<file path="config.mk">
export PLATFORM = sky130hd
export DESIGN_NAME = sp_ram_arb
export DESIGN_NICKNAME = d
export VERILOG_FILES = /design/src/rtl/sp_ram_pkg.sv /design/src/rtl/rr_arb.sv /design/src/rtl/sp_ram_arb.sv
export SDC_FILE = /design/constraint.sdc
export NUM_CORES = 1
export LEC_CHECK = 0
export CAP_MARGIN = 20
export CORE_MARGIN = 1
export CORE_UTILIZATION = 37
export DETAILED_ROUTE_END_ITERATION = 6
export PLACE_DENSITY = 0.87
export SYNTH_ARGS = -nofsm -noshare
export SYNTH_HDL_FRONTEND = slang
export SYNTH_SLANG_ARGS = --single-unit
export TNS_END_PERCENT = 1
</file>
<file path="constraint.sdc">
create_clock -name clk -period 2.25 [get_ports clk]
set_clock_uncertainty 0.05 [all_clocks]
set_input_delay 0.675 -clock clk [delete_from_list [all_inputs] [get_ports clk]]
set_output_delay 0.675 -clock clk [all_outputs]
set_load 0.03 [all_outputs]
</file>
<file path="src/rtl/sp_ram_pkg.sv">
// Shared helpers for sp_ram_arb: requester-id width, tag record width,
// packed-port field extraction and one-hot to index conversion.
package sp_ram_pkg;

  localparam int unsigned C_VEC_MAX   = 512;
  localparam int unsigned C_FIELD_MAX = 64;
  localparam int unsigned C_NREQ_MAX  = 8;

  // Width needed to index n requesters, never below one bit.
  function automatic int clog2_min1(input int n);
    int r;
    r = 0;
    while ((1 << r) < n) r++;
    return (r < 1) ? 1 : r;
  endfunction

  // Read-tag record is {valid, id}.
  function automatic int tag_width(input int idw);
    return 1 + idw;
  endfunction

  // Field idx of width w from a packed vector, zero-extended to C_FIELD_MAX.
  function automatic logic [C_FIELD_MAX-1:0] field_get(input logic [C_VEC_MAX-1:0] vec,
                                                      input int unsigned idx,
                                                      input int unsigned w);
    logic [C_FIELD_MAX-1:0] mask;
    mask = (w >= C_FIELD_MAX) ? '1 : ((C_FIELD_MAX'(1) << w) - C_FIELD_MAX'(1));
    return C_FIELD_MAX'(vec >> (idx * w)) & mask;
  endfunction

  function automatic int unsigned onehot_idx(input logic [C_NREQ_MAX-1:0] oh);
    int unsigned r;
    r = 0;
    for (int i = 0; i < C_NREQ_MAX; i++) begin
      if (oh[i]) r = i;
    end
    return r;
  endfunction

endpackage

</file>
<file path="src/rtl/rr_arb.sv">
// Combinational round-robin grant; ptr is the last granted index and is held by the caller.
// Build macro SP_RAM_ARB_PRIO0_EN: requester 0 always wins, 1..G_NREQ-1 rotate among themselves.
module rr_arb #(
  parameter int G_NREQ = 2,
  parameter int G_IDW  = 1
) (
  input  logic [G_NREQ-1:0] req,
  input  logic [G_IDW-1:0]  ptr,
  output logic [G_NREQ-1:0] gnt
);

  // Distance of pos from start around a ring of the given size.
  function automatic int ring_dist(input int pos, input int start, input int size);
    return (pos >= start) ? pos - start : pos + size - start;
  endfunction

  always_comb begin
    int p;
    int s;
    gnt = '0;
    p   = int'(ptr);
`ifdef SP_RAM_ARB_PRIO0_EN
    // Requester i sits at ring position i-1; search starts just after ptr.
    s      = (p >= G_NREQ - 1) ? 0 : p;
    gnt[0] = req[0];
    for (int i = 1; i < G_NREQ; i++) begin
      gnt[i] = req[i] & ~req[0];
      for (int j = 1; j < G_NREQ; j++) begin
        if (req[j] && (ring_dist(j - 1, s, G_NREQ - 1) < ring_dist(i - 1, s, G_NREQ - 1)))
          gnt[i] = 1'b0;
      end
    end
`else
    s = (p >= G_NREQ - 1) ? 0 : p + 1;
    for (int i = 0; i < G_NREQ; i++) begin
      gnt[i] = req[i];
      for (int j = 0; j < G_NREQ; j++) begin
        if (req[j] && (ring_dist(j, s, G_NREQ) < ring_dist(i, s, G_NREQ)))
          gnt[i] = 1'b0;
      end
    end
`endif
  end

endmodule

</file>
<file path="src/rtl/sp_ram_arb.sv">
// Round-robin arbiter sharing one single-port RAM, with tagged fixed-latency read return.
// Build macro SP_RAM_ARB_PRIO0_EN gives requester 0 absolute priority.
module sp_ram_arb
  import sp_ram_pkg::*;
#(
  parameter int G_NREQ  = 2,
  parameter int G_ADDR  = 10,
  parameter int G_WIDTH = 16,
  parameter int G_RDLAT = 1,
  parameter int G_IDW   = clog2_min1(G_NREQ)
) (
  input  logic                        clk,
  input  logic                        rst_n,
  input  logic [G_NREQ-1:0]           req_vld,
  input  logic [G_NREQ-1:0]           req_we,
  input  logic [G_NREQ*G_ADDR-1:0]    req_addr,
  input  logic [G_NREQ*G_WIDTH-1:0]   req_din,
  output logic [G_NREQ-1:0]           req_rdy,
  output logic [G_NREQ-1:0]           rd_vld,
  output logic [G_WIDTH-1:0]          rd_dat,
  input  logic                        ram_clrrdy,
  output logic                        ram_we,
  output logic [G_ADDR-1:0]           ram_addr,
  output logic [G_WIDTH-1:0]          ram_din,
  input  logic [G_WIDTH-1:0]          ram_dout
);

  localparam int C_TAG_W = tag_width(G_IDW);

  logic [G_NREQ-1:0]  req_elig;
  logic [G_NREQ-1:0]  gnt;
  logic               any_gnt;
  int unsigned        gnt_idx;

  logic [G_IDW-1:0]   ptr_q, ptr_d;
  logic               ram_we_q, ram_we_d;
  logic [G_ADDR-1:0]  ram_addr_q, ram_addr_d;
  logic [G_WIDTH-1:0] ram_din_q, ram_din_d;
  logic [C_TAG_W-1:0] tag_q [G_RDLAT+1];
  logic [C_TAG_W-1:0] tag_d [G_RDLAT+1];

  // Grants depend only on valid, pointer and clear status, never on the payload.
  assign req_elig = req_vld & {G_NREQ{ram_clrrdy}};

  rr_arb #(
    .G_NREQ (G_NREQ),
    .G_IDW  (G_IDW)
  ) u_rr_arb (
    .req (req_elig),
    .ptr (ptr_q),
    .gnt (gnt)
  );

  assign req_rdy = gnt & {G_NREQ{rst_n}};

  always_comb begin
    any_gnt    = |gnt;
    gnt_idx    = onehot_idx(C_NREQ_MAX'(gnt));
    ptr_d      = ptr_q;
    ram_we_d   = 1'b0;
    ram_addr_d = ram_addr_q;
    ram_din_d  = ram_din_q;
    if (any_gnt) begin
      ram_we_d   = |(req_we & gnt);
      ram_addr_d = G_ADDR'(field_get(C_VEC_MAX'(req_addr), gnt_idx, G_ADDR));
      ram_din_d  = G_WIDTH'(field_get(C_VEC_MAX'(req_din), gnt_idx, G_WIDTH));
`ifdef SP_RAM_ARB_PRIO0_EN
      if (!gnt[0]) ptr_d = G_IDW'(gnt_idx);
`else
      ptr_d = G_IDW'(gnt_idx);
`endif
    end
    tag_d[0] = {any_gnt & ~ram_we_d, G_IDW'(gnt_idx)};
    for (int k = 1; k <= G_RDLAT; k++) begin
      tag_d[k] = tag_q[k-1];
    end
  end

  always_ff @(posedge clk or negedge rst_n) begin
    if (!rst_n) begin
      ptr_q      <= G_IDW'(G_NREQ - 1);
      ram_we_q   <= 1'b0;
      ram_addr_q <= '0;
      ram_din_q  <= '0;
      for (int k = 0; k <= G_RDLAT; k++) tag_q[k] <= '0;
    end else begin
      ptr_q      <= ptr_d;
      ram_we_q   <= ram_we_d;
      ram_addr_q <= ram_addr_d;
      ram_din_q  <= ram_din_d;
      for (int k = 0; k <= G_RDLAT; k++) tag_q[k] <= tag_d[k];
    end
  end

  assign ram_we   = ram_we_q;
  assign ram_addr = ram_addr_q;
  assign ram_din  = ram_din_q;

  // The last tag stage lines up with the RAM's dout for the same read.
  always_comb begin
    rd_vld = '0;
    for (int i = 0; i < G_NREQ; i++) begin
      if (tag_q[G_RDLAT][C_TAG_W-1] && (tag_q[G_RDLAT][G_IDW-1:0] == G_IDW'(i)))
        rd_vld[i] = 1'b1;
    end
  end

  assign rd_dat = ram_dout;

endmodule

</file>
==> results.yml <==
run_status:
  status: "completed"
sta:
  min_period_ps: 2180
  fin_ws_ps: 69.5
  tightest_slew_ps: 369
  hold_viol_final: 0
  maxSlewHeadroom_pct: 75.4
  maxSlewViolCount: 0
  fin_tns_setup_ps: 0
  grt_setup_unrepaired: "false"
  fin_crit_sh_pct: 96.9
  fmax_mhz: 459
  finalSetupViolCount: 0
floorplan:
  core_area_um2: 4120
  start_util_pct: 39.7
  rows: 23
  dieArea_um2: 4680
  die_h_um: 68.4
  die_width_um: 68.4
  pin_count: 122
yosys:
  yosysSeqAreaShare_pct: 49.1
  synth.area.top_cells: "dfrtp_1, a31oi_1, buf_4"
  syn_area_per_cell_um2: 8.92
  synth_edf_count: 0
  ys_ff_latch: 32
  synth_ff_type: "dfrtp_1"
  synth_top_area_share_pct: 47.5
  syn_nets: 258
  syn_inst: 183
  yosysMostFrequentCell: "dfrtp_1"
  synthDistinctLibCells: 23
  synthArstFlopShare_pct: 100
  ys_top_cells_by_count: "dfrtp_1, nor2_1, a31oi_1"
  yosys_warnings: 0
  synth_area_leader_cell: "dfrtp_1"
  netlist_area_um2: 1630
clock_network:
  cts_max_path_buffers: 2
  hold_buffers: 0
  h-tree-depth: 2
  clk_pin_slew_ps: 70
  clock_latency_ps: 270
  cts_buffers: 5
  cts_sinks: 32
  cts_tree: "built"
  cts_root_buffer: "clkbuf_8"
cells_and_area:
  layout-drive-gt1-share_pct: 9.62
  utilization_pct: 61.7
  n_fill_cell: 366
  antennaDiodeCount: 0
  fin_cells: 310
  syn_to_final_growth_pct: 55.4
  num-nets-final: 334
route:
  route.detailed.drc: 0
  routed_wl_mm: 4.26
  ant_nets: 0
  drt_iter0_drc: 55
  routed_via_density: 5.07
  vias: 1571
  firstDrtPassIters: 4
  wl_per_cell_um: 13.7
critical_path:
  crit_chain: "nor2b_1, clkdlybuf4s50_1"
  reg2reg_from: "ptr_q$_DFFE_PN1P_"
  path_class: "register to output port"
  reg2reg_depth: 3
  slowest_delay_ps: 680
  required_ps: 1520
  reg2reg_slack_ps: 890
  crit_fanout: 2
  slowest_stage: "clkdlybuf4s50_1"
  cp.arrival_ps: 1460
  startpoint: "tag_q[0]$_DFF_PN0_"
  end_kind: "output port"
  cp-start-kind: "register"
global_route:
  grt_max_degree: 30
  grt_pass1_vias: 1514
  overflow: 0
  grt_pass1_wl_mm: 6.76
  grt_use_total_pct: 19.8
  antenna_found_initial: 0
power_and_ir_drop:
  power.switching_uw: 556
  pwr-share-seq_pct: 40.2
  ir_drop_uv: 301
  power_frac_clock_pct: 25.5
  combinationalPowerShare_pct: 34.3
  swShare_pct: 32.0
  p_int_mw: 1.18
  finalPower_mw: 1.74
  leakagePower_nw: 1.02
  power_density_nw_per_um2: 685
placement:
  gp_congestion: 0.698
  place_ws_ps: -210
  dp.cells: 302
  place_hpwl_mm: 3.15
  portBuffers: 89
hold_path:
  holdPathStages: 0
  worstHoldStart: "tag_d[0]$_DFF_PN0_"
  hold_path.class: "register to register"
flow_run:
  max_cap_viol_count: 0
-- worst max-delay path, delay by kind of cell (launching register included) --
family	cells	cell delay, ps
and+or+nand+nor	1	120
buffers and inverters	1	680
DFF	1	380
-- flip-flops by register name, summed over array words and instances (netlist names) --
signal and flops:
ptr_q 1, ram_addr 10, ram_din 16, ram_we 1
tag_d 2, tag_q 2
-- logic make-up after synthesis --
| kind of cell | count (synthesis) | share of synthesized area [%] |
|---|---|---|
| simple gates | 61 | 15.3 |
| flops | 32 | 49.1 |
| buf+inv | 31 | 13.9 |
| compound gates | 59 | 21.6 |
-- cell type report --
class                      count  area [µm²]  share of cell area, %
clock buffer                   6        82.6                   3.25
clock inverter                 2        10.0                  0.394
inverter                       1        3.75                  0.148
multi-input combinational    120         604                   23.8
sequential                    32         802                   31.6
tap                           50        62.6                   2.47
timing repair buffer          99         972                   38.3
-- cells in the final DEF (no fill, tap or decap) --
| master | Yosys | final |
|---|---|---|
| nand2b_1 | 2 | 2 |
| o21a_2 | 0 | 1 |
| a21boi_2 | 1 | 1 |
| o21ai_1 | 2 | 2 |
| buf_4 | 20 | 9 |
| nand2_1 | 26 | 26 |
| nor2b_1 | 1 | 1 |
| a31oi_1 | 27 | 27 |
| a21bo_4 | 1 | 1 |
| inv_1 | 1 | 1 |
| clkbuf_2 | 0 | 1 |
| buf_12 | 0 | 1 |
| clkinv_2 | 0 | 2 |
| clkdlybuf4s50_1 | 0 | 83 |
| nor2_1 | 28 | 28 |
| a32oi_1 | 1 | 1 |
| clkbuf_8 | 0 | 6 |
| nand3b_1 | 1 | 1 |
| dlygate4sd2_1 | 0 | 3 |
| a21oi_1 | 2 | 2 |
| buf_6 | 4 | 2 |
| dfstp_2 | 1 | 1 |
| and3_1 | 1 | 1 |
| and4_1 | 1 | 1 |
| o21ai_0 | 24 | 24 |
| and2_1 | 1 | 1 |
| dfrtp_1 | 31 | 31 |
-- worst paths after layout --
path                                      endpoint
min in group asynchronous  ram_din[11]$_DFFE_PN0P_
min reg2reg                     tag_q[0]$_DFF_PN0_
min                             tag_q[0]$_DFF_PN0_
max in group asynchronous        ptr_q$_DFFE_PN1P_
max reg2reg                ram_addr[6]$_DFFE_PN0P_
max                                      rd_vld[0]
-- routing by layer --
metal / track usage, % / up-vias / wire length (µm)
li1: - / 766 / -
met4: 8.07 / 0 / 102
met1: 21.7 / 721 / 1710
met2: 35.5 / 71 / 2140
met5: 0 / - / 0
met3: 5.33 / 13 / 311
-- metrics by stage --
| step | cell area [µm²] | hold slack [ps] |
|---|---|---|
| after floorplan | 1630 | 281 |
| after global placement | 2450 | 283 |
| after detailed placement | 2450 | 285 |
| after CTS | 2540 | 298 |
| after global routing | 2540 | 294 |
| final | 2540 | 293 |
-- repair_timing --
| item | in CTS | in global routing |
|---|---|---|
| buffers inserted | 0 | 0 |
| pin swaps | 1 | 0 |
| resized for setup | 6 | 2 |
| setup endpoints to repair | 2 | 1 |
| cloned | 0 | 0 |
-- power groups by stage --
stage	Sequential [mW]	Combinational, mW	Clock [mW]
5_1_grt	0.707	0.644	0.486
6_report	0.698	0.597	0.443
3_5_place_dp	0.711	0.602	0
3_3_place_gp	0.704	0.594	0
4_1_cts	0.700	0.602	0.463
2_1_floorplan	0.845	0.221	0
No activity file was read; power rests on OpenSTA's default activity.
